===== src/rtl/vga_timing_480p_if.sv =====
// vga_timing_480p_if: screen coordinate, sync, enable and strobe bundle from the timing generator
interface vga_timing_480p_if #(
  parameter int CORDW = 10
);
  logic [CORDW-1:0] sx;
  logic [CORDW-1:0] sy;
  logic hsync;
  logic vsync;
  logic de;
  logic line;
  logic frame;
  modport master (output sx, sy, hsync, vsync, de, line, frame);
  modport slave (input sx, sy, hsync, vsync, de, line, frame);
endinterface


===== src/rtl/vga_timing_480p.sv =====
// vga_timing_480p: 640x480@60 pixel timing generator with zero-skew registered outputs
module vga_timing_480p #(
  parameter int CORDW    = 10,
  parameter int H_ACTIVE = 640,
  parameter int H_FP     = 16,
  parameter int H_SYNC   = 96,
  parameter int H_BP     = 48,
  parameter int V_ACTIVE = 480,
  parameter int V_FP     = 10,
  parameter int V_SYNC   = 2,
  parameter int V_BP     = 33,
  parameter bit SYNC_POL = 1'b0
) (
  input  logic             clk_pix,
  input  logic             rst_pix,
  vga_timing_480p_if.master vga
);
  localparam int H_TOTAL = H_ACTIVE + H_FP + H_SYNC + H_BP;
  localparam int V_TOTAL = V_ACTIVE + V_FP + V_SYNC + V_BP;
  localparam logic [CORDW-1:0] HA  = CORDW'(H_ACTIVE);
  localparam logic [CORDW-1:0] HS0 = CORDW'(H_ACTIVE + H_FP);
  localparam logic [CORDW-1:0] HS1 = CORDW'(H_ACTIVE + H_FP + H_SYNC);
  localparam logic [CORDW-1:0] HL  = CORDW'(H_TOTAL - 1);
  localparam logic [CORDW-1:0] VA  = CORDW'(V_ACTIVE);
  localparam logic [CORDW-1:0] VS0 = CORDW'(V_ACTIVE + V_FP);
  localparam logic [CORDW-1:0] VS1 = CORDW'(V_ACTIVE + V_FP + V_SYNC);
  localparam logic [CORDW-1:0] VL  = CORDW'(V_TOTAL - 1);
  localparam logic [CORDW-1:0] ONE = CORDW'(1);
  logic [CORDW-1:0] sx_q, sx_d, sy_q, sy_d;
  logic hsync_q, hsync_d, vsync_q, vsync_d, de_q, de_d, line_q, line_d, frame_q, frame_d;
  logic wrap;
  // Outputs decode the next coordinate so they land in the same cycle as that coordinate
  always_comb begin
    wrap    = sx_q >= HL;
    sx_d    = wrap ? '0 : sx_q + ONE;
    sy_d    = !wrap ? sy_q : (sy_q >= VL) ? '0 : sy_q + ONE;
    de_d    = (sx_d < HA) && (sy_d < VA);
    hsync_d = (sx_d >= HS0 && sx_d < HS1) ? SYNC_POL : ~SYNC_POL;
    vsync_d = (sy_d >= VS0 && sy_d < VS1) ? SYNC_POL : ~SYNC_POL;
    line_d  = sx_d == '0;
    frame_d = (sx_d == '0) && (sy_d == '0);
  end
  always_ff @(posedge clk_pix or negedge rst_pix) begin
    if (!rst_pix) begin
      sx_q    <= HL;
      sy_q    <= VL;
      hsync_q <= ~SYNC_POL;
      vsync_q <= ~SYNC_POL;
      de_q    <= 1'b0;
      line_q  <= 1'b0;
      frame_q <= 1'b0;
    end else begin
      sx_q    <= sx_d;
      sy_q    <= sy_d;
      hsync_q <= hsync_d;
      vsync_q <= vsync_d;
      de_q    <= de_d;
      line_q  <= line_d;
      frame_q <= frame_d;
    end
  end
  assign vga.sx    = sx_q;
  assign vga.sy    = sy_q;
  assign vga.hsync = hsync_q;
  assign vga.vsync = vsync_q;
  assign vga.de    = de_q;
  assign vga.line  = line_q;
  assign vga.frame = frame_q;
endmodule


===== src/flat_wrapper.sv =====
// flat-port wrapper written by rule: the top's interface ports become plain ports
module vga_timing_480p_flat 
#(
  parameter int CORDW    = 10,
  parameter int H_ACTIVE = 640,
  parameter int H_FP     = 16,
  parameter int H_SYNC   = 96,
  parameter int H_BP     = 48,
  parameter int V_ACTIVE = 480,
  parameter int V_FP     = 10,
  parameter int V_SYNC   = 2,
  parameter int V_BP     = 33,
  parameter bit SYNC_POL = 1'b0
)
  (clk_pix, rst_pix, vga_sx, vga_sy, vga_hsync, vga_vsync, vga_de, vga_line, vga_frame);
  vga_timing_480p_if #(.CORDW(CORDW)) vga_i ();
  input  logic clk_pix;
  input  logic rst_pix;
  output wire logic [$bits(vga_i.sx)-1:0] vga_sx;
  output wire logic [$bits(vga_i.sy)-1:0] vga_sy;
  output wire logic [$bits(vga_i.hsync)-1:0] vga_hsync;
  output wire logic [$bits(vga_i.vsync)-1:0] vga_vsync;
  output wire logic [$bits(vga_i.de)-1:0] vga_de;
  output wire logic [$bits(vga_i.line)-1:0] vga_line;
  output wire logic [$bits(vga_i.frame)-1:0] vga_frame;
  assign vga_sx = vga_i.sx;
  assign vga_sy = vga_i.sy;
  assign vga_hsync = vga_i.hsync;
  assign vga_vsync = vga_i.vsync;
  assign vga_de = vga_i.de;
  assign vga_line = vga_i.line;
  assign vga_frame = vga_i.frame;
  vga_timing_480p #(.CORDW(CORDW), .H_ACTIVE(H_ACTIVE), .H_FP(H_FP), .H_SYNC(H_SYNC), .H_BP(H_BP), .V_ACTIVE(V_ACTIVE), .V_FP(V_FP), .V_SYNC(V_SYNC), .V_BP(V_BP), .SYNC_POL(SYNC_POL)) u_core (.clk_pix(clk_pix), .rst_pix(rst_pix), .vga(vga_i));
endmodule

===== config.mk =====
export PLATFORM = sky130hd
export DESIGN_NAME = vga_timing_480p_flat
export DESIGN_NICKNAME = d
export VERILOG_FILES = /design/src/rtl/vga_timing_480p_if.sv /design/src/rtl/vga_timing_480p.sv /design/src/flat_wrapper.sv
export SDC_FILE = /design/constraint.sdc
export NUM_CORES = 1
export LEC_CHECK = 0
export CAP_MARGIN = 20
export CORE_ASPECT_RATIO = 0.8
export CORE_MARGIN = 3
export CORE_UTILIZATION = 46
export DETAILED_ROUTE_END_ITERATION = 10
export PLACE_DENSITY = 0.81
export REMOVE_ABC_BUFFERS = 1
export SYNTH_ARGS = -nofsm -noshare
export SYNTH_HDL_FRONTEND = slang
export SYNTH_SLANG_ARGS = --single-unit

===== constraint.sdc =====
create_clock -name clk_pix -period 2.4 [get_ports clk_pix]
set_input_delay 0.48 -clock clk_pix [delete_from_list [all_inputs] [get_ports clk_pix]]
set_output_delay 0.48 -clock clk_pix [all_outputs]
set_load 0.02 [all_outputs]

Word level (Yosys, flattened, before mapping)

Index checks and enable logic that the tools add are counted.

Memories: 0
Input port bits: 2
Memory bits (writable): 0
Bits in latches: 0
Output and inout bits: 25
Memory bits (read-only): 0
Bits in registers: 25

Div/mod/pow operators: 0
Equality and inequality tests: 0
$lt $le $gt $ge: 8
Bitwise logic cells: 0
Multiply operators: 0
Add/sub/neg operators: 2
Muxes and demuxes: 5
Shifts and indexed selects: 0
Reductions and logical operators: 6

Operators with widths:

| kind                    | number |
|---|---|
| $ge A10 B10 Y1 const B  | 3 |
| $mux W10                | 3 |
| $add A10 B1 Y10 const B | 2 |
| $logic_not A10 Y1       | 2 |
| $lt A10 B10 Y1 const B  | 2 |
| $lt A10 B9 Y1 const B   | 2 |
| $ge A10 B9 Y1 const B   | 1 |
| $logic_and A1 B1 Y1     | 4 |
| $mux W1                 | 2 |

Logic depth before layout (Yosys ltp)

Depth after elaboration: 6
Depth in mapped cells: 8
Depth with buffers taken out: 7

Worst setup path before layout

Ideal clock, no wire load.

Kind: register to register
From: reg u_core.sx_q[0] (netlist: u_core.vga.sx[0])
To: reg u_core.frame_q (netlist: u_core.vga.frame)
Slack: 169 ps
Clock period less this slack: 2,231 ps
Arrival time: 2,109 ps
Cell stages (with the launch flop): 8
Setup time: 122 ps
Cell sequence: dfstp_2 > ha_1 > nand4_1 > a21o_1 > a22oi_1 > a21boi_1 > nand4b_1 > a2111oi_1

Word-level cells in the longest chain between the ends: 4
Elaborated cells between the ends (all ways): 7

Ends and longest elaborated chain:

| element                                                  | RTL line                                     | RTL |
|---|---|---|
| start, declared                                          | vga_timing_480p.sv:29                        | `logic [CORDW-1:0] sx_q, sx_d, sy_q, sy_d;` |
| start signal, assigned                                   | vga_timing_480p.sv:45                        | `sx_q <= HL;` |
| start signal, assigned                                   | vga_timing_480p.sv:53                        | `sx_q <= sx_d;` |
| $add A10 B1 Y10 / $ge A10 B10 Y1 (equally long branches) | vga_timing_480p.sv:35, vga_timing_480p.sv:34 |  |
| $mux W10 (on tied branches)                              | vga_timing_480p.sv:35, vga_timing_480p.sv:36 |  |
| $logic_not A10 Y1                                        | vga_timing_480p.sv:41                        | `frame_d = (sx_d == '0) && (sy_d == '0);` |
| $logic_and A1 B1 Y1 (*)                                  | vga_timing_480p.sv:41                        |  |
| named net u_core.frame_d                                 | vga_timing_480p.sv:30                        | `logic hsync_q, hsync_d, vsync_q, vsync_d, de_q, de_d, line_q, line_d, frame_q, frame_d;` |
| end signal, assigned                                     | vga_timing_480p.sv:59                        | `frame_q <= frame_d;` |
| end, declared                                            | vga_timing_480p.sv:30                        |  |

Mark *: on every way through the listed nets, which the timed path passes. The rest lies on a longest branch.

Worst setup path after layout

From: reg u_core.sx_q[1] (netlist: u_core.vga.sx[1])
To: reg u_core.frame_q (netlist: u_core.vga.frame)

Word-level cells in the longest chain between the ends: 4
Elaborated cells between the ends (all ways): 7

Ends and longest elaborated chain:

| element                                                  | RTL line                                     | RTL |
|---|---|---|
| $add A10 B1 Y10 / $ge A10 B10 Y1 (equally long branches) | vga_timing_480p.sv:35, vga_timing_480p.sv:34 |  |
| $mux W10 (*)                                             | vga_timing_480p.sv:35                        | `sx_d = wrap ? '0 : sx_q + ONE;` |
| named net u_core.sx_d[8]                                 | vga_timing_480p.sv:29                        |  |
| $logic_not A10 Y1 (*)                                    | vga_timing_480p.sv:41                        |  |
| $logic_and A1 B1 Y1 (*)                                  | vga_timing_480p.sv:41                        |  |
| named net u_core.frame_d                                 | vga_timing_480p.sv:30                        |  |

Marks and branches as above.

==> results.tsv <==
stage	metric	value	unit
status	status	finished clean	
timing	drv_slew	0	
floorplan	coreArea	3220	sq um
synthesis	synthAdderAreaFrac	0.0233	
power_and_ir_drop	p_int	541	uW
critical_path	cp-end-kind	flip-flop	
synthesis	ys.warnings.count	0	
cells_and_area	final_cells	255	
global_routing	grt_antenna_before_repair	0	
floorplan	initial_core_util	0.499	
timing	post-route-min-period	2300	ps
routing	drc_errors	0	
critical_path	path_cells	ha_2 > nand4_1 > buf_4 > nor2_1 > o2bb2ai_1 > a21o_1 > nand4bb_4 > a2111oi_2	
synthesis	synth_top_family_by_area	compound AO/OA/AOI/OAI gates	
routing	viasPerCell	5.91	
placed_design	dpl.cell_count	246	
timing	finalHoldViolCount	0	
power_and_ir_drop	p_comb_frac	0.016	
critical_path	cp_slowest_cell	dfstp_2	
power_and_ir_drop	sw_frac_of_total	0.204	
critical_path	crit_buf_inv	1	
synthesis	synth_top_area_cell	dfrtp_1	
floorplan	rows	18	
synthesis	synthSimpleGateAreaFrac	0.234	
critical_path	critPathMaxStageDelay	580	ps
synthesis	synth.distinct_cells	50	
synthesis	ys_ff_latch	25	
synthesis	synth_cells	179	
cells_and_area	final_nets	221	
clock_tree	insertion_delay	270	ps
cells_and_area	n_fill_cell	258	
synthesis	synth-xor-area-share	0.0436	
critical_path	critical_path_class	flip-flop to flip-flop	
synthesis	yosysMostFrequentCell	nand2_1	
global_routing	track_usage	0.199	
critical_path	arrival	2460	ps
routing	drt-pass1-iter-count	4	
min_path	hold_class	primary input to asynchronous set/reset pin	
critical_path	reg2reg_from	u_core.vga.sx[1]	
synthesis	synth_flop_cell	dfrtp_1	
placed_design	place_hpwl	2980	um
critical_path	critPathLaunchType	flip-flop	
routing	ant_nets	0	
power_and_ir_drop	pwr-share-seq	0.621	
synthesis	synth-seq-area-share	0.398	
synthesis	async_flop_share	1.00	
cells_and_area	area_growth	28.9	%
clock_tree	clk_pin_slew	90	ps
routing	wl_per_cell	17.0	um
critical_path	reg2reg_depth	8	
floorplan	die_area	4250	sq um
synthesis	synthMuxAreaShare	0.00623	
timing	maxSlewHeadroom	0.512	
routing	via_count	1506	
routing	drt-total-wl	4340	um
power_and_ir_drop	clock_power_share	0.363	
cells_and_area	seq_area	641	sq um
clock_tree	cts_buffers	3	
global_routing	grt_pass1_wl	6500	um
critical_path	cp_max_fo	5	
global_routing	grt_max_degree	26	
power_and_ir_drop	max-vdd-ir-drop	0.000313	V
power_and_ir_drop	power.switching	139	uW
critical_path	startpoint	u_core.vga.sx[1]	
global_routing	grt-ovfl-total	0	
synthesis	synthTopCellsByArea	dfrtp_1 20%, dfstp_2 20%, nand2_1 5.1%, xnor2_1 4.4%, nor2_1 3.5%	
floorplan	fp.dieW	72.1	um
clock_tree	cts_buffer_depth	2	
cells_and_area	diodes	0	
critical_path	cp_top_family	compound AO/OA/AOI/OAI gates	
power_and_ir_drop	power	679	uW
critical_path	r2r_end	u_core.vga.frame	
cells_and_area	drive_gt1_frac	0.209	
placed_design	gp_congestion	0.979	
clock_tree	cts_root_buf	clkbuf_8	
placed_design	port_buffers	26	
synthesis	synth_top_area_share	0.202	
synthesis	synth-compound-area-share	0.242	
timing	setup_viol	0	
clock_tree	cts.sinks	25	
power_and_ir_drop	pwr_density_cell	328	nW/um^2
floorplan	ios	27	
timing	skew	3.54	ps
critical_path	crit_cells	8	
cells_and_area	multi_input_area	928	sq um
global_routing	grt_pass1_vias	1264	
job	maxCapViolations	0	
clock_tree	tritoncts	built	
floorplan	die_y	58.9	um
synthesis	synth_commonest_cells	22 x nand2_1, 15 x nor2_1, 13 x dfrtp_1	
power_and_ir_drop	power_leakage	0.000794	uW
synthesis	mappedNetlistArea	1610	sq um
critical_path	cp-endpoint	u_core.vga.frame	
synthesis	avgSynthCellArea	8.98	sq um
clock_tree	cts-htree-levels	1	
routing	drtIter0Drc	157	
timing	worst_pin_slew	729	ps
critical_path	crit_required	2560	ps
timing	period_share	0.957	
synthesis	synth-edff-count	0	
timing	timing.fmax	435	MHz
critical_path	reg2reg_slack	100	ps
-- worst min-delay path by stage --
stage | startpoint | end | slack [ps] | depth (start not counted)
floorplan | rst_pix | u_core.vga.de | 180 | 0
global placement | u_core.vga.sx[0] | u_core.vga.sx[0] | 530 | 1
detailed placement | u_core.vga.sx[0] | u_core.vga.sx[0] | 530 | 1
CTS | u_core.vga.sx[0] | u_core.vga.sx[0] | 560 | 1
global route | rst_pix | u_core.vga.sy[6] | 590 | 2
finish | rst_pix | u_core.vga.sy[5] | 570 | 2
-- per-layer routing --
layer | track usage | share of wire
met1 | 0.319 | 0.48
met2 | 0.280 | 0.46
met3 | 0.0358 | 0.060
met4 | 0.0322 | 0
met5 | 0 | 0
-- registers in the layout, summed over array words and instances (netlist names) --
signal,flops
u_core.vga.sx,10
u_core.vga.sy,10
u_core.vga.de,1
u_core.vga.frame,1
u_core.vga.hsync,1
u_core.vga.line,1
u_core.vga.vsync,1
-- worst reg2reg max path: stages (launching register included) --
cell and delay [ps]:
dfstp_2 580, ha_2 210, nand4_1 200, buf_4 200, nor2_1 100, o2bb2ai_1 90
a21o_1 210, nand4bb_4 240, a2111oi_2 370
-- stage by stage --
| stage | area [sq um] | setup TNS [ps] | setup WS [ps] | utilization | hold WS (ps) |
|---|---|---|---|---|---|
| after floorplan | 1560 | -364 | -240 | - | 184 |
| after global placement | 1940 | 0 | 172 | 0.602 | 526 |
| after detailed placement | 1940 | 0 | 76.5 | 0.602 | 534 |
| after CTS | 1990 | 0 | 30.8 | 0.618 | 559 |
| after global routing | 2070 | -29.8 | -20.4 | 0.643 | 589 |
| final | 2070 | 0 | 103 | 0.643 | 567 |
-- power by group through the flow --
stage | Clock [uW] | Sequential, uW | Combinational, uW
CTS | 257 | 422 | 11.4
floorplan | 0 | 430 | 0.000299
global route | 272 | 422 | 12.5
global placement | 0 | 429 | 10.9
detailed placement | 0 | 429 | 11.4
finish | 246 | 422 | 10.6
-- cell usage in the layout, fill, tap and decap left out, types with 3 or more instances in the layout --
cell type / instances
clkdlybuf4s50_1: 26
dfrtp_1: 13
buf_4: 13
o22ai_1: 3
o2bb2ai_1: 3
nor2_1: 14
nand2_1: 22
nor3_1: 6
o21ai_0: 9
inv_1: 10
a21oi_1: 6
a31oi_1: 3
nand3_1: 7
clkbuf_8: 3
nand4_1: 5
xnor2_1: 8
dfstp_2: 12
o31ai_1: 4
-- logic make-up after synthesis --
group / count (synthesis)
AO/OA/AOI/OAI: 51
flip-flops: 25
XOR/XNOR: 8
buffers and inverters: 18
adder cells (fa/ha/maj): 3
multiplexers: 1
AND/OR/NAND/NOR: 73
-- final cells by class --
| type | count | share of cell area |
|---|---|---|
| multi-input combinational | 136 | 0.448 |
| clock inverter | 1 | 0.00242 |
| timing repair buffer | 40 | 0.178 |
| tap | 40 | 0.0242 |
| clock buffer | 3 | 0.0199 |
| inverter | 10 | 0.0181 |
| sequential | 25 | 0.309 |
-- repair_timing --
item,4_1_cts,5_1_grt
setup buffers,0,5
endpoints found under the setup margin,1,2
pin swaps,0,3
resized for setup,2,7
gates cloned,0,0
hold buffers,0,0
Power figures use the tool's default switching activity.
